## src/rtl/mips_control_fsm.sv

```systemverilog
// mips_control_fsm: multicycle MIPS main controller with Moore outputs decoded from state.
// Define MIPS_CTRL_BNE_EN to add the bne branch state (12).
module mips_control_fsm #(
  parameter int STATE_W = 4,
  parameter int CTRL_W  = 5
) (
  input  logic               clk,
  input  logic               reset,
  input  logic [5:0]         opcode,
  input  logic [5:0]         funct,
  input  logic               zero,
  output logic               pcEn,
  output logic               IorD,
  output logic               MemWrite,
  output logic               IRWrite,
  output logic               RegDst,
  output logic               MemtoReg,
  output logic               RegWrite,
  output logic               ALUSrcA,
  output logic [1:0]         ALUSrcB,
  output logic [1:0]         PCSrc,
  output logic [CTRL_W-1:0]  ALUControl,
  output logic [STATE_W-1:0] state
);
  localparam logic [STATE_W-1:0] FETCH   = STATE_W'(0);
  localparam logic [STATE_W-1:0] DECODE  = STATE_W'(1);
  localparam logic [STATE_W-1:0] MEMADR  = STATE_W'(2);
  localparam logic [STATE_W-1:0] MEMRD   = STATE_W'(3);
  localparam logic [STATE_W-1:0] MEMWB   = STATE_W'(4);
  localparam logic [STATE_W-1:0] MEMWR   = STATE_W'(5);
  localparam logic [STATE_W-1:0] EXECUTE = STATE_W'(6);
  localparam logic [STATE_W-1:0] ALUWB   = STATE_W'(7);
  localparam logic [STATE_W-1:0] BEQ     = STATE_W'(8);
  localparam logic [STATE_W-1:0] ADDIEX  = STATE_W'(9);
  localparam logic [STATE_W-1:0] ADDIWB  = STATE_W'(10);
  localparam logic [STATE_W-1:0] JUMP    = STATE_W'(11);
  localparam logic [STATE_W-1:0] BNE     = STATE_W'(12);
  localparam logic [CTRL_W-1:0] ALU_ADD = CTRL_W'(5'b00010);
  localparam logic [CTRL_W-1:0] ALU_SUB = CTRL_W'(5'b00110);
  localparam logic [CTRL_W-1:0] ALU_AND = CTRL_W'(5'b00000);
  localparam logic [CTRL_W-1:0] ALU_OR  = CTRL_W'(5'b00001);
  localparam logic [CTRL_W-1:0] ALU_SLT = CTRL_W'(5'b00111);
`ifdef MIPS_CTRL_BNE_EN
  localparam logic BNE_EN = 1'b1;
`else
  localparam logic BNE_EN = 1'b0;
`endif
  logic [STATE_W-1:0] state_q, state_d, decode_d;
  logic [CTRL_W-1:0] funct_alu;
  logic is_beq, is_bne, pc_write;
  assign decode_d = (opcode == 6'b100011 || opcode == 6'b101011) ? MEMADR :
                    opcode == 6'b000000 ? EXECUTE :
                    opcode == 6'b000100 ? BEQ :
                    opcode == 6'b001000 ? ADDIEX :
                    opcode == 6'b000010 ? JUMP :
                    (BNE_EN && opcode == 6'b000101) ? BNE : FETCH;
  // Terminal states and unreachable encodings all fall back to FETCH.
  always_comb begin
    case (state_q)
      FETCH:   state_d = DECODE;
      DECODE:  state_d = decode_d;
      MEMADR:  state_d = opcode == 6'b101011 ? MEMWR : MEMRD;
      MEMRD:   state_d = MEMWB;
      EXECUTE: state_d = ALUWB;
      ADDIEX:  state_d = ADDIWB;
      default: state_d = FETCH;
    endcase
  end
  always_ff @(posedge clk or posedge reset) begin
    if (reset) state_q <= FETCH;
    else       state_q <= state_d;
  end
  assign funct_alu = funct == 6'b100010 ? ALU_SUB :
                     funct == 6'b100100 ? ALU_AND :
                     funct == 6'b100101 ? ALU_OR  :
                     funct == 6'b101010 ? ALU_SLT : ALU_ADD;
  assign is_beq     = state_q == BEQ;
  assign is_bne     = BNE_EN && state_q == BNE;
  assign pc_write   = state_q == FETCH || state_q == JUMP;
  assign pcEn       = pc_write | (is_beq & zero) | (is_bne & ~zero);
  assign IorD       = state_q == MEMRD || state_q == MEMWR;
  assign MemWrite   = state_q == MEMWR;
  assign IRWrite    = state_q == FETCH;
  assign RegDst     = state_q == ALUWB;
  assign MemtoReg   = state_q == MEMWB;
  assign RegWrite   = state_q == MEMWB || state_q == ALUWB || state_q == ADDIWB;
  assign ALUSrcA    = state_q == MEMADR || state_q == EXECUTE || is_beq || state_q == ADDIEX || is_bne;
  assign ALUSrcB    = state_q == FETCH ? 2'b01 :
                      state_q == DECODE ? 2'b11 :
                      (state_q == MEMADR || state_q == ADDIEX) ? 2'b10 : 2'b00;
  assign PCSrc      = (is_beq || is_bne) ? 2'b01 : state_q == JUMP ? 2'b10 : 2'b00;
  assign ALUControl = state_q == EXECUTE ? funct_alu : (is_beq || is_bne) ? ALU_SUB : ALU_ADD;
  assign state      = state_q;
endmodule

```

## config.mk

```make
export PLATFORM = sky130hd
export DESIGN_NAME = mips_control_fsm
export DESIGN_NICKNAME = d
export VERILOG_FILES = /design/src/rtl/mips_control_fsm.sv
export SDC_FILE = /design/constraint.sdc
export NUM_CORES = 1
export LEC_CHECK = 0
export ABC_AREA = 1
export BUFFER_PORTS_ARGS = -buffer_cell sky130_fd_sc_hd__clkbuf_2
export CAP_MARGIN = 25
export CORE_MARGIN = 2
export CORE_UTILIZATION = 43
export CTS_BUF_LIST = sky130_fd_sc_hd__clkbuf_4
export CTS_CLUSTER_SIZE = 20
export DETAILED_ROUTE_END_ITERATION = 10
export PLACE_DENSITY = 0.81
export REMOVE_ABC_BUFFERS = 1
export SYNTH_ARGS = -nofsm -noshare
export SYNTH_HDL_FRONTEND = slang
export SYNTH_SLANG_ARGS = --single-unit
```

## constraint.sdc

```tcl
create_clock -name clk -period 1.3 [get_ports clk]
set_input_delay 0.26 -clock clk [delete_from_list [all_inputs] [get_ports clk]]
set_output_delay 0.26 -clock clk [all_outputs]
set_load 0.01 [all_outputs]
```

==> flow_results.org <==
** Status
- Outcome :: finished with violations
- The checks that failed: setup timing.

** Clock network
- In this run the number of H-tree levels came out at 1.
- Clock tree from TritonCTS :: built
- Clock-pin slew was measured on the worst setup and hold paths at 40 ps.
- Sinks on the clock net :: 4
- Maximum clock path buffer count :: 2
- Clock tree synthesis selected as its root buffer the cell sky130_fd_sc_hd__clkbuf_4.
- Worst-skew pair later-pin latency :: 230 ps
- Clock buffer count from CTS :: 3

** STA
- Setup violations remaining at the end of the flow were counted as 15.
- Number of pins with negative max-slew slack in the final report :: 0
- On the final layout, the worst clock skew is 4.49 ps.
- Setup slack on the critical path of the routed design comes to -243 ps.
- Hold violation count in the final report :: 0
- Setup repair after global routing could not meet its margin everywhere.
- Sum Neg Setup Slack :: -2140 ps
- Of the available clock period, the critical path in the final layout requires 1.19.
- Static timing analysis puts the maximum clock frequency at 0.648 GHz.
- Post-layout minimum cycle time :: 1540 ps

** Floorplanning
- The floorplan step set the die height to 40.6 um.
- Measured along the x axis, the die boundary spans 40.6 um.
- The initialized floorplan defines 13 standard-cell rows.
- Effective utilization at floorplan :: 0.454
- Die ar. :: 0.00165 mm^2
- During I/O placement, the number of pins put on the boundary was 36.
- CORE AREA :: 0.00127 mm^2

** GRT
- The first global-routing pass estimated 2.33 mm of wire.
- Summed over all layers, the global routing overflow is 0.
- Entering global routing, the biggest net connects 6 pins.
- The number of global-route vias before repair was 592.
- Antenna violations before repair :: 0
- All-Layer GR Usage :: 0.211

** Detailed routing
- Remaining DRCs :: 0
- Number of detailed-routing iterations run before antenna repair :: 4
- For this block, the routed nets add up to 1.59 mm of wire.
- After the first detailed-routing iteration, the DRC count stood at 10.
- Wire length per cell after detailed routing :: 10.0 um
- The final route contains 751 vias.
- Via density :: 4.72
- Post-DRT Antenna Nets :: 0

** Power
- Total power density per cell area :: 1510 mW/mm^2
- Worst ir drop on vdd :: 0.000951 V
- Leakage power :: 0.562 nW

** Cells and area
- Largest register FFs :: 4
- Storage cell area :: 100 um^2
- Share of final-layout standard cells stronger than drive strength 1 :: 0.569
- Summing all non-filler instances in the final layout gives an area of 913 um^2.
- Area of combinational cells with multiple inputs :: 413 um^2
- Relative to the synthesized area, the layout overhead comes to 58.7%.
- Counting the fill cells in the layout gives 99.
- The number of antenna diodes in the final layout is 0.
- Nets@finish :: 161

** Place
- Placer's final routability congestion estimate :: 0.755
- Cell area reported after detailed placement :: 771 um^2
- Final HPWL DP :: 1.23 mm
- During placement, the flow inserted port buffers numbering 33.

** Critical path
- At the worst endpoint, the required time is 1040 ps.
- STA classifies the critical path startpoint as a flip-flop.
- Category of the critical setup timing path :: flip-flop to output pin
- STA classifies the critical path endpoint as an output pin.
- Critical-path maximum fanout :: 4
- For the worst setup path, the data arrival time is 1280 ps.

** Logic synthesis
- Post-Syn Area per Cell :: 5.87 um^2
- The synthesized netlist occupies a cell area of 576 um^2.
- Synthesis Warnings :: 0
- Gate count of the mapped netlist :: 98
- Distinct cell type count after synthesis :: 18
- In this run, synthesis produced a sequential element count of 4.
- Fraction of the yosys area taken by sequential cells :: 0.174

** Hold path
- Tightest Hold Check Type :: input port to flip-flop

** Run
- The tool flagged a number of max-cap violations equal to 0.
## cells in the mapped netlist
cell | n | area share
sky130_fd_sc_hd__a21oi_1 | 2 | 0.017
sky130_fd_sc_hd__a21oi_2 | 1 | 0.015
sky130_fd_sc_hd__buf_4 | 3 | 0.039
sky130_fd_sc_hd__conb_1 | 1 | 0.0065
sky130_fd_sc_hd__dfrtp_1 | 4 | 0.17
sky130_fd_sc_hd__inv_1 | 10 | 0.065
sky130_fd_sc_hd__inv_2 | 12 | 0.078
sky130_fd_sc_hd__nand2_1 | 12 | 0.078
sky130_fd_sc_hd__nand2_2 | 5 | 0.054
sky130_fd_sc_hd__nand2_4 | 3 | 0.059
sky130_fd_sc_hd__nand3_1 | 11 | 0.096
sky130_fd_sc_hd__nand4_1 | 5 | 0.054
sky130_fd_sc_hd__nor2_1 | 17 | 0.11
sky130_fd_sc_hd__nor2_2 | 5 | 0.054
sky130_fd_sc_hd__nor2_4 | 3 | 0.059
sky130_fd_sc_hd__o21ai_0 | 1 | 0.0087
sky130_fd_sc_hd__o21ai_1 | 1 | 0.0087
sky130_fd_sc_hd__o22ai_1 | 2 | 0.022
## logic make-up (layout without fill, tap and decap cells)
group	count (synthesis)	after routing	share of synthesized area
simple gates	61	61	0.565
buf+inv	25	70	0.183
other cells	1	2	0.00652
flops	4	4	0.174
compound gates	7	7	0.0717
## per-stage QoR
| step | cells | util | power, mW | setup WS (ps) | hold slack [ps] |
|---|---|---|---|---|---|
| after detailed placement | 148 | 0.607 | 1.12 | 1.62 | 125 |
| after global routing | 159 | 0.720 | 1.51 | -346 | 419 |
| final | 159 | 0.720 | 1.38 | -243 | 411 |
| after floorplan | 96 | - | 0.780 | 16.3 | 26.1 |
| after CTS | 156 | 0.669 | 1.33 | -257 | 400 |
| after global placement | 148 | 0.607 | 1.10 | 58.1 | 123 |
## report_power, final
group	total, mW	switching, mW	internal, mW
clock	0.155	0.0514	0.103
sequential	0.209	0.0451	0.164
combinational	1.02	0.618	0.398
## what timing repair did
action,4_1_cts,5_1_grt
setup endpoints to repair,15,16
hold buffers,1,0
resized for setup,4,24
buffers inserted,4,3
pin swaps,2,4
hold endpoints to repair,4,0
## routing by layer
metal	wire (um)	global-route usage	part of all wire	up-vias
met3	101	0.0833	0.064	0
li1	-	-	-	395
met1	695	0.243	0.44	325
met2	793	0.385	0.50	31
met4	0	0	0	0
met5	0	0	0	-
## critical path, cell delays in order (launching register included)
cell	delay [ps]
sky130_fd_sc_hd__dfrtp_1	420
sky130_fd_sc_hd__inv_2	80
sky130_fd_sc_hd__nor2_4	120
sky130_fd_sc_hd__inv_2	70
sky130_fd_sc_hd__nor2_2	100
sky130_fd_sc_hd__nor2_1	50
sky130_fd_sc_hd__o21ai_1	70
sky130_fd_sc_hd__buf_2	140
## cell type report
cell class                      instances  share of cell area
Inverter                               22              0.0932
Sequential cell                         4               0.110
Tap cell                               15              0.0205
Clock buffer                            3              0.0247
Multi-Input combinational cell         70               0.452
Timing Repair Buffer                   45               0.300
## worst paths after layout
| path | depth (start not counted) | slack (ps) | startpoint | endpoint |
|---|---|---|---|---|
| min in group asynchronous | 3 | 430 | reset | state[3] |
| worst max-delay path | 7 | -240 | state[2] | RegWrite |
| worst min-delay path | 4 | 410 | opcode[4] | state[2] |
| worst min register to register | 3 | 750 | state[3] | state[0] |
| max in group asynchronous | 3 | 710 | reset | state[2] |
| worst max register to register | 8 | 70 | state[3] | state[1] |
## cell usage in the layout, fill, tap and decap left out, drive strengths merged
cell and instances:
buf 24, nor2 25, a21oi 3, nand4 5
inv 22, nand3 11, clkbuf 23, nand2 20
o22ai 2, o21ai 2, dfrtp 4, conb 2
dlygate4sd3 1
No activity file was read; power rests on OpenSTA's default activity.
